--- config.mk ---
export PLATFORM = sky130hd
export DESIGN_NAME = err_metric_accum
export DESIGN_NICKNAME = d
export VERILOG_FILES = /design/src/rtl/err_metric_accum.sv
export SDC_FILE = /design/constraint.sdc
export NUM_CORES = 1
export LEC_CHECK = 0
export BUFFER_PORTS_ARGS = -buffer_cell sky130_fd_sc_hd__clkbuf_2
export CORE_UTILIZATION = 40
export CTS_CLUSTER_SIZE = 20
export DETAILED_ROUTE_END_ITERATION = 10
export PLACE_DENSITY_LB_ADDON = 0.25
export SYNTH_ARGS = -nofsm -noshare
export SYNTH_HDL_FRONTEND = slang
export SYNTH_SLANG_ARGS = --single-unit
--- constraint.sdc ---
create_clock -name clk -period 5 [get_ports clk]
set_clock_uncertainty 0.1 [all_clocks]
set_input_delay 0.25 -clock clk [delete_from_list [all_inputs] [get_ports clk]]
set_output_delay 0.25 -clock clk [all_outputs]
set_load 0.02 [all_outputs]
--- src/rtl/err_metric_accum.sv ---
// Streaming error-statistics accumulator for an approximate/exact multiplier pair.
// Gathers the terms needed for NMED plus peak error and nonzero-error count.
module err_metric_accum #(
  parameter int PW    = 16,
  parameter int CNT_W = 17,
  parameter int ACC_W = 34
) (
  input  logic                 clk,
  input  logic                 rst,
  input  logic                 start,
  input  logic                 in_valid,
  output logic                 in_ready,
  input  logic                 in_last,
  input  logic signed [PW-1:0] prod_approx,
  input  logic signed [PW-1:0] prod_exact,
  output logic                 busy,
  output logic                 done,
  output logic [ACC_W-1:0]     sum_abs_err,
  output logic [PW:0]          max_abs_err,
  output logic signed [PW-1:0] max_exact,
  output logic [CNT_W-1:0]     sample_count,
  output logic [CNT_W-1:0]     err_count,
  output logic                 overflow
);

  typedef enum logic [1:0] {IDLE, ACCUM, DRAIN, DONE} state_t;

  state_t state, state_nxt;
  logic   clear;
  logic   accept;

  logic                 s1_valid;
  logic [PW:0]          s1_diff;
  logic signed [PW-1:0] s1_exact;

  logic [PW:0]    abs_diff;
  logic [ACC_W:0] sum_ext;

  assign accept = in_valid & in_ready;

  always_ff @(posedge clk or posedge rst) begin
    if (rst) state <= IDLE;
    else     state <= state_nxt;
  end

  // Handshake and status flags decode only from the state register.
  always_comb begin
    state_nxt = state;
    in_ready  = 1'b0;
    busy      = 1'b0;
    done      = 1'b0;
    clear     = 1'b0;
    case (state)
      IDLE: begin
        if (start) begin
          clear     = 1'b1;
          state_nxt = ACCUM;
        end
      end
      ACCUM: begin
        in_ready = 1'b1;
        busy     = 1'b1;
        if (in_valid && in_last) state_nxt = DRAIN;
      end
      DRAIN: begin
        busy = 1'b1;
        // Stage 2 commits straight into the statistics, so an empty stage 1 means fully drained.
        if (!s1_valid) state_nxt = DONE;
      end
      DONE: begin
        done = 1'b1;
        if (start) begin
          clear     = 1'b1;
          state_nxt = ACCUM;
        end
      end
      default: state_nxt = IDLE;
    endcase
  end

  // Stage 1: one extra bit makes the signed difference exact.
  always_ff @(posedge clk or posedge rst) begin
    if (rst) begin
      s1_valid <= 1'b0;
      s1_diff  <= '0;
      s1_exact <= '0;
    end else begin
      s1_valid <= accept;
      if (accept) begin
        s1_diff  <= {prod_approx[PW-1], prod_approx} - {prod_exact[PW-1], prod_exact};
        s1_exact <= prod_exact;
      end
    end
  end

  assign abs_diff = s1_diff[PW] ? (~s1_diff + (PW+1)'(1)) : s1_diff;
  assign sum_ext  = {1'b0, sum_abs_err} + (ACC_W+1)'(abs_diff);

  // Stage 2: saturating statistics update; any clipped update latches overflow.
  always_ff @(posedge clk or posedge rst) begin
    if (rst) begin
      sum_abs_err  <= '0;
      max_abs_err  <= '0;
      max_exact    <= '0;
      sample_count <= '0;
      err_count    <= '0;
      overflow     <= 1'b0;
    end else if (clear) begin
      sum_abs_err  <= '0;
      max_abs_err  <= '0;
      max_exact    <= '0;
      sample_count <= '0;
      err_count    <= '0;
      overflow     <= 1'b0;
    end else if (s1_valid) begin
      if (sum_ext[ACC_W]) begin
        sum_abs_err <= '1;
        overflow    <= 1'b1;
      end else begin
        sum_abs_err <= sum_ext[ACC_W-1:0];
      end
      if (abs_diff > max_abs_err) max_abs_err <= abs_diff;
      if (s1_exact > max_exact)   max_exact   <= s1_exact;
      if (&sample_count) overflow     <= 1'b1;
      else               sample_count <= sample_count + CNT_W'(1);
      if (s1_diff != '0) begin
        if (&err_count) overflow  <= 1'b1;
        else            err_count <= err_count + CNT_W'(1);
      end
    end
  end

endmodule
==> results.json, run 1 <==
{
  "clock_latency_ns": 0.43,
  "grt_use_total_pct": 21.1,
  "core-area_sq_um": 21800,
  "cts_hold_buf": 7,
  "tightest_slew_ns": 0.879,
  "synth_edf_count": 0,
  "grt-busiest-layer": "met2",
  "start_util_pct": 40.8,
  "grt_pass1_vias": 7265,
  "grt_overflow": 0,
  "die_w_um": 151,
  "postPlaceCellArea_sq_um": 9870,
  "worst_setup_path_end_kind": "flip-flop",
  "core.rowCount": 54,
  "rsz0062_at_grt": "false",
  "p_leak_nw": 5.00,
  "fin_crit_ns": 4.35,
  "portBuffers": 141,
  "final_cell_mix": "141 x clkbuf_2, 138 x dfrtp_1, 83 x nand2_1",
  "slew_viol_final": 0,
  "fin_nets": 1226,
  "gp_congestion": 0.880,
  "syn_area_sq_um": 8870,
  "finish.utilization_pct": 48.4,
  "min_path_cells": 3,
  "yosys.area.top_type": "dfrtp_1",
  "grt.met3_usage_pct": 4.25,
  "ant_nets": 0,
  "startpoint_type": "flip-flop",
  "io_pins": 142,
  "wl_per_cell_um": 16.5,
  "max_freq_ghz": 0.230,
  "setup_ws_ns": 0.646,
  "yosys-top-cells-area": "dfrtp_1 39%, ha_1 11%, o21ai_0 4.4%",
  "cts_made_buffers": 17,
  "cp_max_fo": 11,
  "yosysUniqueCellTypes": 65,
  "ys_ff_latch": 138,
  "drc": 0,
  "dp_cells": 1366,
  "hold_slack_ns": 0.0166,
  "hold_path.class": "in2reg",
  "maxCapViolCount": 0,
  "grt_max_degree": 92,
  "post_cts_buffers": 0,
  "syn_area_per_cell_sq_um": 9.15,
  "post-route-cell-area_sq_um": 10500,
  "drt_wl_total_um": 23200,
  "post_cts_resized": 0,
  "tritoncts": "built",
  "first_pass_iters": 4,
  "netlist_instances": 970,
  "clock-sinks": 138,
  "status": "finished, final reports clean",
  "dieHeight_um": 151,
  "drt_first_iter_violations": 373,
  "synth_seq_area_share_pct": 38.9,
  "synthFlopType": "dfrtp_1",
  "vias": 7666,
  "r2r_cells": 12,
  "grt.met1_usage_pct": 28.6,
  "final_common_cell": "clkbuf_2",
  "fin_cells": 1405,
  "setup_violations": 0,
  "clock_path_buffers": 2,
  "clk_pin_slew_worst_paths_ns": 0.06,
  "synth_top_area_share_pct": 38.9,
  "dieArea_sq_um": 22800,
  "arrival_ns": 4.59,
  "synthToLayoutAreaGrowth_pct": 18.8,
  "cts_root_buffer": "clkbuf_16",
  "dp_worst_setup_slack_ns": 0.692,
  "finalPower_mw": 6.97,
  "vias_per_cell": 5.46,
  "power_density_nw_per_um2": 661,
  "ir_drop_mv": 0.279,
  "use_met2_pct": 33.8,
  "yosys_warnings": 0,
  "grt_pass1_wl_um": 37400,
  "drive_above_1_share_pct": 18.3,
  "antenna_found_initial": 0,
  "required_ns": 5.23,
  "setup-tns-final_ns": 0,
  "syn_nets": 1084,
  "diodes": 0,
  "fin_crit_sh_pct": 87.1,
  "critPathKind": "reg2reg",
  "slew_headroom_pct": 41.4,
  "htreeDepth": 4,
  "hpwl_um": 16900,
  "hold_viol": 0,
  "async_flop_share_pct": 100
}
[cell usage after synthesis (3+ instances only)]
| master | count |
|---|---|
| xnor2_1 | 28 |
| nor2b_1 | 10 |
| a211oi_1 | 38 |
| mux2i_1 | 23 |
| buf_2 | 6 |
| and4_1 | 7 |
| and3_1 | 17 |
| nand4_1 | 15 |
| dfrtp_1 | 138 |
| nor4_4 | 3 |
| or3_1 | 12 |
| nand2b_1 | 10 |
| inv_1 | 73 |
| a21oi_1 | 57 |
| a311oi_1 | 3 |
| o31a_1 | 6 |
| o211ai_1 | 3 |
| o31ai_1 | 11 |
| and2_1 | 5 |
| a21o_1 | 15 |
| xor2_1 | 29 |
| nor4_1 | 4 |
| o41ai_1 | 3 |
| clkbuf_1 | 27 |
| nor2_1 | 77 |
| ha_1 | 75 |
| nor3_1 | 14 |
| nand3_1 | 18 |
| o21a_1 | 15 |
| o21ai_1 | 4 |
| a31oi_1 | 16 |
| a41o_1 | 4 |
| o21ai_0 | 78 |
| nand2_1 | 84 |
[path summary, 6_finish.rpt]
path                                    startpoint                     endpoint  slack (ns)
setup / recovery            s1_diff[3]$_DFFE_PP0P_  sum_abs_err[27]$_DFFE_PP0P_        0.65
hold / removal                       prod_exact[6]      s1_exact[6]$_DFFE_PP0P_        0.02
max in group asynchronous                      rst  sum_abs_err[13]$_DFFE_PP0P_        3.16
hold reg to reg            s1_exact[7]$_DFFE_PP0P_      s1_exact[7]$_DFFE_PP0P_        0.42
setup reg to reg            s1_diff[3]$_DFFE_PP0P_  sum_abs_err[27]$_DFFE_PP0P_        0.65
min in group asynchronous                      rst     max_exact[6]$_DFFE_PP0P_        0.44
[worst max-delay path, cell delays in order (launching register included)]
cell and delay (ns):
dfrtp_1 0.44, or4_4 0.60, nor4_4 0.31, nand2_1 0.18
nand2_1 0.12, xnor2_1 0.24, ha_1 0.37, a21oi_1 0.32
nand2b_1 0.16, o31ai_1 0.54, nand2_1 0.38, and4_1 0.32
a211oi_1 0.18
[where the power goes]
part / internal [mW] / switching [mW]
Clock: 0.758 / 0.537
Combinational: 1.51 / 2.38
Sequential: 1.43 / 0.353
[metal layers]
layer | share of wire, % | vias to the layer above
met1 | 47 | 3675
met3 | 4.6 | 28
met5 | 0 | -
li1 | - | 3784
met2 | 46 | 179
met4 | 1.8 | 0
[state kept, by name (all words and copies together) (netlist names)]
name          cells
state             2
s1_diff          17
s1_valid          1
err_count        17
max_abs_err      17
s1_exact         16
sum_abs_err      34
max_exact        16
sample_count     17
overflow          1
[area by class of cell]
cell class,instances,area [sq um]
Clock buffer,18,439
Clock inverter,14,160
Fill cell,2079,11200
Inverter,73,279
Multi-Input combinational cell,723,5000
Sequential cell,138,3450
Tap cell,280,350
Timing Repair Buffer,159,858
[kinds of logic after synthesis]
group,after synthesis,synth area share [%]
AND/OR/NAND/NOR,287,16.3
adder cells (fa/ha/maj),77,11.0
buffers and inverters,109,4.87
multiplexers,23,2.60
flip-flops,138,38.9
XOR/XNOR,57,5.63
AO/OA/AOI/OAI,279,20.6
Power figures use the tool's default switching activity.
==> inputs of run 2 (changes only) <==
- HOLD_SLACK_MARGIN: default -> 0.05
==> run 2 against run 1 <==
Effect of this change:
- clock power about the same
- first-iteration DRC count increased by 0.80%
- sequential share of layout area decreased by 0.31 points
- largest cell class unchanged
- core utilization increased by 0.46 points
- setup slack got worse by 0.031 ns
- fmax decreased by 0.70%
- hold slack improved by 0.11 ns
- critical path depth unchanged
- cell area increased by 0.95%
- routed wire length increased by 0.40%
- final cell count increased by 0.71%
- count of clock-buffer cells in the layout unchanged
==> results.json, run 2 (same netlist as run 1, synthesis figures left out) <==
{
  "status": "finished, final reports clean",
  "synthToLayoutAreaGrowth_pct": 19.9,
  "post_cts_resized": 0,
  "grt_overflow": 0,
  "first_pass_iters": 7,
  "core.rowCount": 54,
  "hpwl_um": 16900,
  "clock_latency_ns": 0.43,
  "timing.rr.start": "s1_diff[3]$_DFFE_PP0P_",
  "max_freq_ghz": 0.228,
  "required_ns": 5.23,
  "dieArea_sq_um": 22800,
  "cts_root_buffer": "clkbuf_16",
  "critPathKind": "reg2reg",
  "slew_headroom_pct": 41.5,
  "die_w_um": 151,
  "diodes": 0,
  "reg2reg_to": "sum_abs_err[27]$_DFFE_PP0P_",
  "tritoncts": "built",
  "slew_viol_final": 0,
  "antenna_found_initial": 0,
  "hold_path.class": "in2reg",
  "vias": 7701,
  "fin_cells": 1415,
  "setup_violations": 0,
  "clk_pin_slew_worst_paths_ns": 0.06,
  "clock-sinks": 138,
  "dp_cells": 1366,
  "clock_path_buffers": 2,
  "grt_pass1_vias": 7343,
  "top_register": "sum_abs_err",
  "cts_made_buffers": 17,
  "drc": 0,
  "final_common_cell": "clkbuf_2",
  "fillers": 2064,
  "power_density_nw_per_um2": 655,
  "rsz0062_at_grt": "false",
  "grt_max_degree": 92,
  "start_util_pct": 40.8,
  "arrival_ns": 4.62,
  "drt_first_iter_violations": 376,
  "drt_wl_total_um": 23300,
  "p_leak_nw": 5.04,
  "cp_max_fo": 11,
  "largest_reg_flops": 34,
  "gp_congestion": 0.880,
  "ant_nets": 0,
  "worst_setup_path_end_kind": "flip-flop",
  "core-area_sq_um": 21800,
  "reg2reg_slack_ns": 0.61,
  "crit_start": "s1_diff[3]$_DFFE_PP0P_",
  "drive_above_1_share_pct": 18.1,
  "grt_pass1_wl_um": 37700,
  "setup-tns-final_ns": 0,
  "maxCapViolCount": 0,
  "wl_per_cell_um": 16.5,
  "ir_drop_mv": 0.279,
  "critPathCapture": "sum_abs_err[27]$_DFFE_PP0P_",
  "final_cell_mix": "141 x clkbuf_2, 138 x dfrtp_1, 83 x nand2_1",
  "tightest_slew_ns": 0.878,
  "grt_use_total_pct": 21.2,
  "portBuffers": 141,
  "htreeDepth": 4,
  "dieHeight_um": 151,
  "vias_per_cell": 5.44,
  "fin_nets": 1236,
  "io_pins": 142,
  "r2r_cells": 12,
  "hold_viol": 0,
  "startpoint_type": "flip-flop",
  "fin_crit_ns": 4.39,
  "fin_crit_sh_pct": 87.7
}
## run 2: changes by cell type in the layout (fill, tap and decap cells not counted), sizes merged
cell         change
dlygate4sd3     +10
## run 2: per-layer routing
layer / track usage, % / part of all wire (%)
met2: 34.2 / 47
met1: 28.8 / 47
met4: 6.15 / 1.8
met3: 4.16 / 4.4
met5: 0 / 0
## run 2: how the worst min path moves through the flow
stage                   startpoint                      endpoint  cells past startpoint
finish              prod_approx[0]        s1_diff[0]$_DFFE_PP0P_                      4
global route        prod_approx[0]        s1_diff[0]$_DFFE_PP0P_                      4
CTS                 prod_approx[0]        s1_diff[0]$_DFFE_PP0P_                      4
detailed placement             rst  sample_count[13]$_DFFE_PP0P_                      2
global placement               rst      max_exact[3]$_DFFE_PP0P_                      2
floorplan            prod_exact[0]       s1_exact[0]$_DFFE_PP0P_                      2
## run 2: timing repair
item                                   4_1_cts  5_1_grt
buffers inserted                             0        0
endpoints found under the hold margin      106        0
hold buffers                                17        0
## run 2: area by class of cell
cell class	instances	area (sq um)	area share, %
tap	280	350	3.29
inverter	73	279	2.62
timing repair buffer	169	958	9.01
multi-input combinational	723	5000	47.0
clock inverter	14	160	1.51
sequential	138	3450	32.5
clock buffer	18	439	4.13
## run 2: worst max-delay path, stage by stage, from the launching register on
cell,delay [ns]
dfrtp_1,0.44
or4_4,0.60
nor4_4,0.31
nand2_1,0.18
nand2_1,0.12
xnor2_1,0.24
ha_1,0.37
a21oi_1,0.33
nand2b_1,0.16
o31ai_1,0.55
nand2_1,0.39
and4_1,0.32
a211oi_1,0.18
## run 2: per-stage QoR
step                instance area, sq um  hold slack (ns)  total power [mW]  util [%]  setup slack, ns
finish                             10600            0.123              6.97      48.9            0.615
global placement                    9870            0.385              5.61      45.4            0.748
detailed placement                  9870            0.387              5.66      45.4            0.692
global route                       10600            0.139              7.54      48.9            0.312
CTS                                10600            0.119              7.01      48.9            0.675
floorplan                           8870            0.267              4.61         -            0.954
## run 2: power breakdown
group	internal (mW)	total, mW	switching, mW	leakage, nW
combinational	1.51	3.89	2.38	2.92
sequential	1.43	1.79	0.354	1.84
clock	0.758	1.29	0.537	0.281
total	3.70	6.97	3.27	5.04
==> inputs of run 3 (changes only) <==
- CORE_MARGIN: default -> 4
- clock period: 5 -> 3.64 ns (I/O delays scaled with it)
==> run 3 against run 2 <==
Effect of this change:
- the flow now finishes with violations (negative setup slack)
- first-iteration DRC count up 40%
- routed wire length up 11%
- critical path depth up 2
- sequential power up 36%
- largest cell class unchanged
- largest power group unchanged
- highest routed layer unchanged
==> results.json, run 3 (same netlist as run 1, synthesis figures left out) <==
{
  "cp_max_fo": 5,
  "power_density_nw_per_um2": 973,
  "drt_wl_total_um": 26000,
  "fin_cells": 1505,
  "vias_per_cell": 5.40,
  "critPathKind": "reg2reg",
  "dp_worst_setup_slack_ns": -0.176,
  "startpoint_type": "flip-flop",
  "drt_first_iter_violations": 525,
  "synthToLayoutAreaGrowth_pct": 34.4,
  "die_w_um": 157,
  "setup_ws_ns": -0.0861,
  "clk_pin_slew_worst_paths_ns": 0.06,
  "hold_path.class": "in2reg",
  "clock-sinks": 138,
  "crit_chain": "or4_4 > nor4_4 > nand2b_4 > buf_6 > o21ai_4 > xnor2_2 > ha_1 > a21o_1 > a21o_1 > o311a_4 > o31a_1 > buf_6 > a21oi_2 > a311oi_2",
  "maxCapViolCount": 0,
  "diodes": 0,
  "setup_violations": 35,
  "cpLargestDelayFamily": "compound AO/OA/AOI/OAI gates",
  "dp_cells": 1437,
  "grt_pass1_wl_um": 40600,
  "final_common_cell": "clkbuf_2",
  "slew_headroom_pct": 37.0,
  "tritoncts": "built",
  "clock_latency_ns": 0.42,
  "grt_use_total_pct": 20.5,
  "fin_crit_sh_pct": 102,
  "core.rowCount": 54,
  "dieHeight_um": 157,
  "grt_pass1_vias": 7768,
  "hp-start": "in_last",
  "top_register": "sum_abs_err",
  "max_freq_ghz": 0.268,
  "gp_congestion": 0.885,
  "tightest_slew_ns": 0.945,
  "rsz0062_at_grt": "true",
  "slew_viol_final": 0,
  "vias": 8123,
  "fin_crit_ns": 3.73,
  "core-area_sq_um": 21800,
  "start_util_pct": 40.6,
  "first_pass_iters": 5,
  "io_pins": 142,
  "p_leak_nw": 5.64,
  "drc": 0,
  "final_cell_mix": "141 x clkbuf_2, 138 x dfrtp_1, 85 x buf_4",
  "crit_start": "s1_diff[5]$_DFFE_PP0P_",
  "worst_setup_path_end_kind": "flip-flop",
  "wl_per_cell_um": 17.2,
  "arrival_ns": 3.89,
  "ant_nets": 0,
  "cts_root_buffer": "clkbuf_16",
  "timing.rr.start": "s1_diff[5]$_DFFE_PP0P_",
  "slowest_delay_ns": 0.56,
  "antenna_found_initial": 0,
  "hold_viol": 0,
  "ir_drop_mv": 0.482,
  "largest_reg_flops": 34,
  "cts_made_buffers": 17,
  "grt_overflow": 0,
  "drive_above_1_share_pct": 29.4,
  "hpwl_um": 18600,
  "clock_path_buffers": 2,
  "dieArea_sq_um": 24600,
  "path_buf_inv": 2,
  "status": "finished with violations",
  "required_ns": 3.80,
  "violations": "negative setup slack",
  "portBuffers": 141,
  "grt_max_degree": 139,
  "fin_nets": 1327,
  "slowest_stage": "or4_4",
  "htreeDepth": 4
}
==> run 3: final cells by class <==
cell class                      count  area [sq um]
Sequential cell                   138          3450
Tap cell                          280           350
Clock buffer                       18           439
Fill cell                        1974          9900
Inverter                           73           278
Timing Repair Buffer              260          1740
Clock inverter                     13           168
Multi-Input combinational cell    723          5490
==> run 3: worst reg2reg max path, delay by kind of cell, from the launching register on <==
| kind | cells | cell delay, ns |
|---|---|---|
| compound gates | 7 | 1.42 |
| xor+xnor | 1 | 0.14 |
| simple gates | 3 | 0.97 |
| buf+inv | 2 | 0.31 |
| fa+ha+maj | 1 | 0.27 |
| flops | 1 | 0.37 |
==> run 3: path summary, 6_finish.rpt <==
kind,end,slack [ns],depth (start not counted)
worst max-delay path,sum_abs_err[22]$_DFFE_PP0P_,-0.09,14
worst min-delay path,state[0]$_DFFE_PP0P_,0.12,4
worst max register to register,sum_abs_err[22]$_DFFE_PP0P_,-0.09,14
worst min register to register,s1_exact[6]$_DFFE_PP0P_,0.41,2
max in group asynchronous,sum_abs_err[6]$_DFFE_PP0P_,2.42,4
min in group asynchronous,err_count[5]$_DFFE_PP0P_,0.39,4
==> run 3: power by group <==
part / internal, mW / leakage, nW / switching [mW] / total, mW
registers: 1.97 / 1.84 / 0.457 / 2.43
clock network: 1.10 / 0.298 / 0.713 / 1.81
logic: 3.26 / 3.51 / 4.11 / 7.37
==> run 3: timing repair <==
action / 4_1_cts / 5_1_grt
buffers inserted: 2 / 15
hold buffers: 18 / 0
pin swaps: 4 / 38
cloned: 1 / 2
gates resized for setup: 6 / 91
endpoints found under the hold margin: 155 / 0
setup endpoints to repair: 25 / 52
==> run 3: through the flow <==
step	util [%]	area (sq um)	TNS, ns	power, mW	hold WS, ns
3_3_place_gp	47.9	10400	-0.123	8.61	0.314
5_1_grt	54.6	11900	-9.30	12.4	0.138
2_1_floorplan	-	8910	-0.0393	6.38	0.199
4_1_cts	51.7	11300	0	10.7	0.108
6_report	54.6	11900	-1.31	11.6	0.123
3_5_place_dp	47.9	10400	-2.51	8.70	0.329
==> run 3: per-layer routing <==
metal  part of all wire (%)  track usage, %  up-vias
li1                       -               -     3971
met1                     45            28.2     3921
met4                    1.1            4.09        0
met3                    4.8            3.55       29
met2                     49            34.4      202
met5                      0               0        -
